### src/rtl/adpll_csr.sv
// CPU control/status register bank for the ADPLL core: shadow/active config with atomic
// commit, self-timed soft reset, lock deglitch, sticky W1C status, lock-timeout watchdog, irq.
module adpll_csr #(
    parameter int unsigned     ADDR_W    = 4,
    parameter int unsigned     FCWW      = 26,
    parameter logic [FCWW-1:0] FCW_RST   = 26'h2620000,
    parameter int unsigned     LOCK_FILT = 8,
    parameter int unsigned     RST_PULSE = 4,
    parameter int unsigned     TO_W      = 16,
    parameter logic [31:0]     VERSION   = 32'h0002_0000
) (
    input  logic              clk,
    input  logic              rst,
    input  logic              valid,
    input  logic [ADDR_W-1:0] address,
    input  logic [31:0]       wdata,
    input  logic              wstrb,
    output logic [31:0]       rdata,
    output logic              ready,
    input  logic              channel_lock,
    input  logic              channel_sat,
    output logic              rst_core,
    output logic              irq,
    output logic [FCWW-1:0]   fcw,
    output logic [1:0]        adpll_mode,
    output logic              en,
    output logic [19:0]       cfg_gain,
    output logic [11:0]       cfg_iir,
    output logic [4:0]        fcw_mod,
    output logic [23:0]       dco_test,
    output logic [9:0]        pd_test
);

    localparam int unsigned LF_W = $clog2(LOCK_FILT + 1);
    localparam int unsigned PC_W = $clog2(RST_PULSE + 1);
    localparam logic [LF_W-1:0] LF_MAX     = LF_W'(LOCK_FILT);
    localparam logic [PC_W-1:0] PULSE_LOAD = PC_W'(RST_PULSE - 1);

    localparam logic [ADDR_W-1:0] A_SOFT_RST = ADDR_W'(0);
    localparam logic [ADDR_W-1:0] A_COMMIT   = ADDR_W'(1);
    localparam logic [ADDR_W-1:0] A_FCW      = ADDR_W'(2);
    localparam logic [ADDR_W-1:0] A_MODE_EN  = ADDR_W'(3);
    localparam logic [ADDR_W-1:0] A_GAIN     = ADDR_W'(4);
    localparam logic [ADDR_W-1:0] A_IIR      = ADDR_W'(5);
    localparam logic [ADDR_W-1:0] A_FCW_MOD  = ADDR_W'(6);
    localparam logic [ADDR_W-1:0] A_DCO_TEST = ADDR_W'(7);
    localparam logic [ADDR_W-1:0] A_PD_TEST  = ADDR_W'(8);
    localparam logic [ADDR_W-1:0] A_STATUS   = ADDR_W'(9);
    localparam logic [ADDR_W-1:0] A_IRQ_MASK = ADDR_W'(10);
    localparam logic [ADDR_W-1:0] A_TIMEOUT  = ADDR_W'(11);
    localparam logic [ADDR_W-1:0] A_VERSION  = ADDR_W'(12);

    typedef struct packed {
        logic [FCWW-1:0] fcw;
        logic [1:0]      mode;
        logic            en;
        logic [19:0]     gain;
        logic [11:0]     iir;
        logic [4:0]      fcw_mod;
        logic [23:0]     dco;
        logic [9:0]      pd;
    } cfg_t;

    localparam cfg_t CFG_RST = '{fcw: FCW_RST, mode: 2'd0, en: 1'b0, gain: 20'h0478E,
                                 iir: 12'hB22, fcw_mod: 5'b01001, dco: 24'h0, pd: 10'h247};

    // Reserved zero bits inside the packed test/IIR words stay zero regardless of writes.
    localparam logic [11:0] IIR_MASK = 12'hF77;
    localparam logic [23:0] DCO_MASK = 24'hFFFF1F;
    localparam logic [9:0]  PD_MASK  = 10'h377;

    cfg_t              shadow_q, shadow_d, active_q, active_d;
    logic              auto_q, auto_d;
    logic [3:0]        mask_q, mask_d;
    logic [TO_W-1:0]   to_lim_q, to_lim_d, to_cnt_q, to_cnt_d;
    logic [3:0]        sticky_q, sticky_d, sticky_set, sticky_clr;
    logic [LF_W-1:0]   lf_cnt_q, lf_cnt_d;
    logic              lock_prev_q, sat_q, lock_filt, to_set;
    logic [PC_W-1:0]   pulse_cnt_q;
    logic              rst_core_q, irq_q, ready_q;
    logic [31:0]       rdata_q, rdata_d;
    logic              wr, rd_req, soft_rst, commit;

    assign wr       = valid & wstrb;
    assign rd_req   = valid & ~wstrb;
    assign soft_rst = wr && (address == A_SOFT_RST) && wdata[0];

    assign lock_filt = (lf_cnt_q == LF_MAX) && !rst_core_q;

    // NOTE: every always_comb output is defaulted first so no path leaves it unassigned (no latch).
    always_comb begin
        shadow_d = shadow_q;
        active_d = active_q;
        auto_d   = auto_q;
        mask_d   = mask_q;
        to_lim_d = to_lim_q;
        commit   = 1'b0;
        if (wr) begin
            case (address)
                A_COMMIT: begin
                    auto_d = wdata[1];
                    commit = wdata[0];
                end
                A_FCW: begin
                    shadow_d.fcw = wdata[FCWW-1:0];
                    if (auto_q) active_d.fcw = wdata[FCWW-1:0];
                end
                A_MODE_EN: begin
                    shadow_d.mode = wdata[1:0];
                    shadow_d.en   = wdata[2];
                    if (auto_q) begin
                        active_d.mode = wdata[1:0];
                        active_d.en   = wdata[2];
                    end
                end
                A_GAIN: begin
                    shadow_d.gain = wdata[19:0];
                    if (auto_q) active_d.gain = wdata[19:0];
                end
                A_IIR: begin
                    shadow_d.iir = wdata[11:0] & IIR_MASK;
                    if (auto_q) active_d.iir = wdata[11:0] & IIR_MASK;
                end
                A_FCW_MOD: begin
                    shadow_d.fcw_mod = wdata[4:0];
                    if (auto_q) active_d.fcw_mod = wdata[4:0];
                end
                A_DCO_TEST: begin
                    shadow_d.dco = wdata[23:0] & DCO_MASK;
                    if (auto_q) active_d.dco = wdata[23:0] & DCO_MASK;
                end
                A_PD_TEST: begin
                    shadow_d.pd = wdata[9:0] & PD_MASK;
                    if (auto_q) active_d.pd = wdata[9:0] & PD_MASK;
                end
                A_IRQ_MASK: mask_d   = wdata[11:8];
                A_TIMEOUT:  to_lim_d = wdata[TO_W-1:0];
                default: ;
            endcase
        end
        if (commit) active_d = shadow_q;
    end

    always_comb begin
        lf_cnt_d = lf_cnt_q;
        if (!channel_lock)        lf_cnt_d = '0;
        else if (lf_cnt_q != LF_MAX) lf_cnt_d = lf_cnt_q + LF_W'(1);

        to_cnt_d = to_cnt_q;
        if (!active_q.en || lock_filt) to_cnt_d = '0;
        else if (to_cnt_q != to_lim_q)  to_cnt_d = to_cnt_q + TO_W'(1);
        to_set = active_q.en && !lock_filt && (to_lim_q != '0) && (to_cnt_d == to_lim_q);

        // Sticky order: {timeout, sat_seen, lock_loss, lock_acq}; a set beats a same-cycle clear.
        sticky_set = {to_set, channel_sat, lock_prev_q & ~lock_filt, lock_filt & ~lock_prev_q};
        sticky_clr = (wr && (address == A_STATUS)) ? wdata[11:8] : 4'b0;
        sticky_d   = (sticky_q & ~sticky_clr) | sticky_set;
    end

    always_comb begin
        rdata_d = '0;
        case (address)
            A_COMMIT:   rdata_d = {30'b0, auto_q, 1'b0};
            A_FCW:      rdata_d = 32'(shadow_q.fcw);
            A_MODE_EN:  rdata_d = {29'b0, shadow_q.en, shadow_q.mode};
            A_GAIN:     rdata_d = 32'(shadow_q.gain);
            A_IIR:      rdata_d = 32'(shadow_q.iir);
            A_FCW_MOD:  rdata_d = 32'(shadow_q.fcw_mod);
            A_DCO_TEST: rdata_d = 32'(shadow_q.dco);
            A_PD_TEST:  rdata_d = 32'(shadow_q.pd);
            A_STATUS:   rdata_d = {20'b0, sticky_q, 6'b0, sat_q, lock_filt};
            A_IRQ_MASK: rdata_d = {20'b0, mask_q, 8'b0};
            A_TIMEOUT:  rdata_d = 32'(to_lim_q);
            A_VERSION:  rdata_d = VERSION;
            default:    rdata_d = '0;
        endcase
    end

    // The bus handshake ignores soft reset so requests during the rst_core pulse still complete.
    // NOTE: sequential state uses non-blocking assignments so every register samples pre-edge values.
    always_ff @(posedge clk) begin
        if (rst) begin
            ready_q <= 1'b0;
            rdata_q <= '0;
        end else begin
            ready_q <= valid;
            rdata_q <= rd_req ? rdata_d : '0;
        end
    end

    always_ff @(posedge clk) begin
        if (rst || soft_rst) begin
            shadow_q    <= CFG_RST;
            active_q    <= CFG_RST;
            auto_q      <= 1'b0;
            mask_q      <= '0;
            to_lim_q    <= '0;
            to_cnt_q    <= '0;
            sticky_q    <= '0;
            lf_cnt_q    <= '0;
            lock_prev_q <= 1'b0;
            sat_q       <= 1'b0;
            irq_q       <= 1'b0;
            rst_core_q  <= 1'b1;
            pulse_cnt_q <= PULSE_LOAD;
        end else begin
            shadow_q    <= shadow_d;
            active_q    <= active_d;
            auto_q      <= auto_d;
            mask_q      <= mask_d;
            to_lim_q    <= to_lim_d;
            to_cnt_q    <= to_cnt_d;
            sticky_q    <= sticky_d;
            lf_cnt_q    <= lf_cnt_d;
            lock_prev_q <= lock_filt;
            sat_q       <= channel_sat;
            irq_q       <= |(sticky_q & mask_q);
            if (pulse_cnt_q != '0) pulse_cnt_q <= pulse_cnt_q - PC_W'(1);
            else                   rst_core_q  <= 1'b0;
        end
    end

    assign rdata      = rdata_q;
    assign ready      = ready_q;
    assign rst_core   = rst_core_q;
    assign irq        = irq_q;
    assign fcw        = active_q.fcw;
    assign adpll_mode = active_q.mode;
    assign en         = active_q.en;
    assign cfg_gain   = active_q.gain;
    assign cfg_iir    = active_q.iir;
    assign fcw_mod    = active_q.fcw_mod;
    assign dco_test   = active_q.dco;
    assign pd_test    = active_q.pd;

endmodule

### config.mk
export PLATFORM = sky130hd
export DESIGN_NAME = adpll_csr
export DESIGN_NICKNAME = d
export VERILOG_FILES = /design/src/rtl/adpll_csr.sv
export SDC_FILE = /design/constraint.sdc
export NUM_CORES = 1
export LEC_CHECK = 0
export BUFFER_PORTS_ARGS = -buffer_cell sky130_fd_sc_hd__buf_2
export CORE_MARGIN = 3
export CORE_UTILIZATION = 53
export CTS_BUF_LIST = sky130_fd_sc_hd__clkbuf_8
export DETAILED_ROUTE_END_ITERATION = 16
export GPL_ROUTABILITY_DRIVEN = 0
export GPL_TIMING_DRIVEN = 0
export PLACE_DENSITY = 0.75
export SYNTH_ARGS = -nofsm -noshare
export SYNTH_HDL_FRONTEND = slang
export SYNTH_SLANG_ARGS = --single-unit
### constraint.sdc
create_clock -name clk -period 4.2 [get_ports clk]
set_clock_uncertainty 0.2 [all_clocks]
set_input_delay 0.21 -clock clk [delete_from_list [all_inputs] [get_ports clk]]
set_output_delay 0.21 -clock clk [all_outputs]
set_load 0.01 [all_outputs]
# Word level (Yosys, flattened, before mapping)
# Index checks and enable logic that the tools add are counted.
classes:
  n_addsub: 3
  n_mul: 0
  div: 0
  order_cmp: 0
  eq_ne: 16
  shifts: 0
  n_mux: 22
  bitwise_logic: 13
  reduce_logical: 44
op_table:
  columns: ["op", "n"]
  rows:
  - ["case mux 26 bit (12 select lines)", 1]
  - ["2-to-1 mux 100 bit", 2]
  - ["2-to-1 mux 26 bit", 2]
  - ["2-to-1 mux 24 bit", 2]
  - ["2-to-1 mux 20 bit", 2]
  - ["2-to-1 mux 16 bit", 2]
  - ["== test 4 bit, second input constant", 6]
  - ["2-to-1 mux 12 bit", 2]
  - ["AND reduction 3 bit", 7]
  - ["2-to-1 mux 10 bit", 2]
  - ["AND reduction 2 bit", 10]
  - ["nonzero test 2 bit", 9]
  - ["adder 16 x 1 -> 16 bit, second input constant", 1]
  - ["== test 16 bit", 1]
  - ["== test 4 x 3 -> 1 bit, second input constant", 4]
  - ["inequality test 16 bit", 1]
  - ["nonzero test 16 bit", 1]
  - ["2-to-1 mux 5 bit", 2]
  - ["bitwise AND 4 bit", 2]
  - ["== test 4 x 2 -> 1 bit, second input constant", 2]
  - ["logical AND 1 bit", 7]
  - ["2-to-1 mux 3 bit", 2]
  - ["inverter 1 bit", 5]
  - ["adder 4 x 1 -> 4 bit, second input constant", 1]
  - ["other kinds (14)", 22]
totals:
  reg_bits: 278
  latchBits: 0
  ramBits: 0
  mem_bits_ro: 0
  in_bits: 42
  wordCells: 127
  memories: 0

# Depth between registers and ports, before layout
depth:
  ltp_word: 7
  mapped_depth: 11

# Worst setup path after synthesis
# No wires, ideal clock.
synth_path:
  kind: "register -> register"
  from: "register to_cnt_q[7]"
  to: "register sticky_q[3]"
  setup_time_ns: 0.084
  arrival_time_ns: 2.673
  t_required_ns: 3.916
  setup_slack_ns: 1.242
  stages_incl_launch_ff: 12
  cell_sequence: "dfxtp_1 > clkbuf_1 > xnor2_1 > nand4_1 > or4_4 > buf_6 > mux2i_1 > o21a_1 > a2111oi_2 > nand4_1 > or4_1 > o31ai_2"
synth_via:
  elab_chain_len: 6
synth_rtl:
  columns: ["item", "line_no", "rtl"]
  rows:
  - ["start, declared", "75", "logic [TO_W-1:0] to_lim_q, to_lim_d, to_cnt_q, to_cnt_d;"]
  - ["start signal, assigned", "212", "to_cnt_q <= to_cnt_d;"]
  - ["adder 16 x 1 -> 16 bit or inequality test 16 bit (tied branches)", "151", "else if (to_cnt_q != to_lim_q) to_cnt_d = to_cnt_q + TO_W'(1);"]
  - ["2-to-1 mux 16 bit (*)", "151", null]
  - ["2-to-1 mux 16 bit (*)", "150", "if (!active_q.en || lock_filt) to_cnt_d = '0;"]
  - ["== test 16 bit (*)", "152", "to_set = active_q.en && !lock_filt && (to_lim_q != '0) && (to_cnt_d == to_lim_q);"]
  - ["logical AND 1 bit (*)", "152", null]
  - ["bitwise OR 4 bit (*)", "157", "sticky_d = (sticky_q & ~sticky_clr) | sticky_set;"]
  - ["end signal, assigned", "213", "sticky_q <= sticky_d;"]
  - ["end, declared", "76", "logic [3:0] sticky_q, sticky_d, sticky_set, sticky_clr;"]
# Every way passes the cells marked *; elsewhere a longest branch is shown, timed or not.
# A chain may end at the register's enable or synchronous reset.

# Worst setup path after layout
layout_path:
  from: "input port address[1]"
  to: "register active_q (netlist bit fcw[17])"
layout_via:
  elab_chain_len: 5
layout_rtl:
  columns: ["item", "line_no", "rtl"]
  rows:
  - ["start, declared", "15", "input logic [ADDR_W-1:0] address,"]
  - ["== test 4 x 1 -> 1 bit", "99", "case (address)"]
  - ["2-to-1 mux 1 bit", "99", null]
  - ["2-to-1 mux 1 bit", "98", "if (wr) begin"]
  - ["nonzero test 2 bit (no line)", null, null]
  - ["AND reduction 3 bit (no line)", null, null]
  - ["end signal, assigned", "208", "active_q <= active_d;"]
  - ["end, declared", "72", "cfg_t shadow_q, shadow_d, active_q, active_d;"]
# Parallel ways exist; a longest one is shown, timed or not.

==> results.json <==
{
  "vias": 12007,
  "worstSetupPathType": "input pin to register",
  "drt_wl_total_um": 42100,
  "synth.distinct_cells": 68,
  "arrival_ps": 4130,
  "synth-async-reset-ratio": 0,
  "clk_pin_slew_ps": 70,
  "hpwlAfterDp_um": 29500,
  "insertion_delay_ps": 590,
  "rows": 53,
  "post_cts_resized": 0,
  "ys_seq_elements": 265,
  "timing.rr.start": "to_lim_q[0]",
  "cts_root_buf": "clkbuf_8",
  "cts_buffer_depth": 3,
  "wl_met2_um": 18700,
  "rsz0062_at_grt": "no",
  "finalHoldViolCount": 0,
  "cts_setup_buffers": 0,
  "grt_use_total": 0.344,
  "setup_ws_ps": 292,
  "pin_count": 177,
  "antenna_found_initial": 1,
  "ir_drop_v": 0.000243,
  "synth_edf_count": 0,
  "core_area_um2": 21300,
  "final_cell_mix": "nand2_1, dfxtp_1, buf_2",
  "drive_gt1_frac": 0.151,
  "dr.pass1.iters": 6,
  "ant_nets": 0,
  "fmax_ghz": 0.256,
  "grt_first_pass_wirelength_um": 64500,
  "hold_ws_ps": 103,
  "startpoint_type": "input pin",
  "reg2reg_depth": 10,
  "syn_area_um2": 11600,
  "avgRoutedWirePerCell_um": 21.2,
  "port_buffers": 152,
  "fp.dieW_um": 154,
  "finalMaxSlewViolations": 0,
  "crit_path_end_kind": "register",
  "run_status": "complete, no violations",
  "cts_hold_buf": 33,
  "fin_crit_ps": 3910,
  "total_power_mw": 5.16,
  "cp.required_ps": 4430,
  "synthFlopType": "dfxtp_1",
  "cts_max_level": 2,
  "via_per_inst": 6.05,
  "dr.first_iter.drc_count": 1660,
  "cts_tree": "built",
  "avgSynthCellArea_um2": 8.08,
  "die_h_um": 154,
  "path_max_fanout": 10,
  "nNetsFinal": 1726,
  "p_leak_nw": 5.92,
  "clock-sinks": 265,
  "pre_cts_ws_ps": 483,
  "n_antenna_cell": 0,
  "die-area_um2": 23700,
  "ys_seq_area_frac": 0.457,
  "drc": 0,
  "synth_cells": 1436,
  "final_common_cell": "nand2_1",
  "grt_overflow_total": 0,
  "wl_met1_um": 15700,
  "met3_length_um": 5640,
  "area_delta_synth_final_pct": 20.3,
  "slew_headroom": 0.216,
  "place_area_um2": 12800,
  "setup_viol": 0,
  "dr.max_layer_used": "met4",
  "initial_utilization": 0.545,
  "cap_violations": 0,
  "yosysWarnings": 0,
  "grt_max_degree": 13,
  "worst_pin_slew_ps": 1170,
  "cp-startpoint": "address[1]",
  "grt_pass1_vias": 11251,
  "crit_end": "fcw[17]",
  "reg2reg_slack_ps": 750,
  "numCtsBuffers": 44,
  "r2r_end": "sticky_q[3]",
  "setup_tns_ps": 0,
  "timing.final.crit_share": 0.931,
  "hp-class": "input pin to register",
  "pwr_density_cell_nw_per_um2": 370,
  "final_cell_area_um2": 14000
}
==> cells by family after synthesis <==
family	count (synthesis)	share of synthesized area
muxes	73	0.0646
xor gates and xnor gates	39	0.0327
DFF	265	0.457
AOI/OAI and AO/OA	280	0.153
buffers and inverters	137	0.0522
and+or+nand+nor	636	0.235
adders and majority gates	5	0.00539
other	1	0.000323
==> cells in the mapped netlist, types with 5 or more instances <==
| library cell | n | share of area |
|---|---|---|
| nor3_1 | 13 | 0.0056 |
| mux2_2 | 5 | 0.0049 |
| and3_1 | 10 | 0.0054 |
| nor2b_1 | 6 | 0.0032 |
| a31oi_1 | 8 | 0.0043 |
| a222oi_1 | 7 | 0.0060 |
| nand4_1 | 7 | 0.0038 |
| nor2_1 | 124 | 0.040 |
| a211oi_1 | 51 | 0.033 |
| xnor2_1 | 29 | 0.022 |
| ha_1 | 5 | 0.0054 |
| o21ai_0 | 48 | 0.021 |
| and2_1 | 7 | 0.0038 |
| dfxtp_1 | 265 | 0.46 |
| buf_1 | 7 | 0.0023 |
| mux2i_1 | 67 | 0.058 |
| nand3_1 | 86 | 0.037 |
| a21oi_1 | 106 | 0.046 |
| a22oi_1 | 31 | 0.020 |
| xor2_1 | 8 | 0.0060 |
| clkbuf_1 | 98 | 0.032 |
| buf_4 | 15 | 0.0097 |
| nand2_1 | 351 | 0.11 |
| inv_1 | 9 | 0.0029 |
==> worst max-delay path, stage by stage <==
cell and delay [ps]:
dlygate4sd3_1 560, buf_2 210, nor2b_1 370, nor3b_1 960, and2_0 220, clkbuf_1 250, nand2_1 390, clkbuf_1 500
nand2_1 180, nand3_1 80, o21ai_0 110, nand2_1 70
==> flip-flops by register name, summed over array words and instances, names as in the netlist, 2 cells and up <==
signal / count
rdata: 26
to_lim_q: 16
cfg_gain: 20
sticky_q: 4
fcw: 26
dco_test: 21
adpll_mode: 2
shadow_q: 93
pd_test: 8
mask_q: 4
to_cnt_q: 16
pulse_cnt_q: 3
cfg_iir: 10
fcw_mod: 5
lf_cnt_q: 4
==> power by group <==
group,leakage [nW],switching [mW],internal (mW)
clock network,0.506,1.06,1.21
registers,2.14,0.0209,2.54
logic,3.28,0.226,0.106
total,5.92,1.31,3.85
==> routing by layer <==
metal  vias up  global-route usage
li1       5414                   -
met1      5554               0.447
met2       860               0.536
met4         0               0.161
met5         -                   0
met3       179              0.0895
==> how the worst min path moves through the flow <==
stage | start | end | slack (ps) | cells past startpoint
2_1_floorplan | rst | ready | 90 | 1
3_3_place_gp | wdata[25] | shadow_q[99] | 240 | 3
3_5_place_dp | wdata[25] | shadow_q[99] | 250 | 3
4_1_cts | wdata[0] | fcw[0] | 80 | 3
5_1_grt | wdata[0] | fcw[0] | 150 | 3
6_report | wdata[0] | fcw[0] | 100 | 3
==> through the flow <==
step / cells / util
4_1_cts: 1985 / 0.655
3_3_place_gp: 1875 / 0.599
2_1_floorplan: 1448 / -
5_1_grt: 1985 / 0.655
3_5_place_dp: 1875 / 0.599
6_report: 1985 / 0.655
==> final cells by class <==
type | instances | area, µm²
fill | 1812 | 7330
buffer | 128 | 572
sequential | 265 | 5310
tap | 275 | 344
inverter | 9 | 33.8
timing repair buffer | 185 | 1090
multi-input combinational | 1046 | 5740
clock inverter | 24 | 138
clock buffer | 53 | 729
No activity file was read; power rests on OpenSTA's default activity.
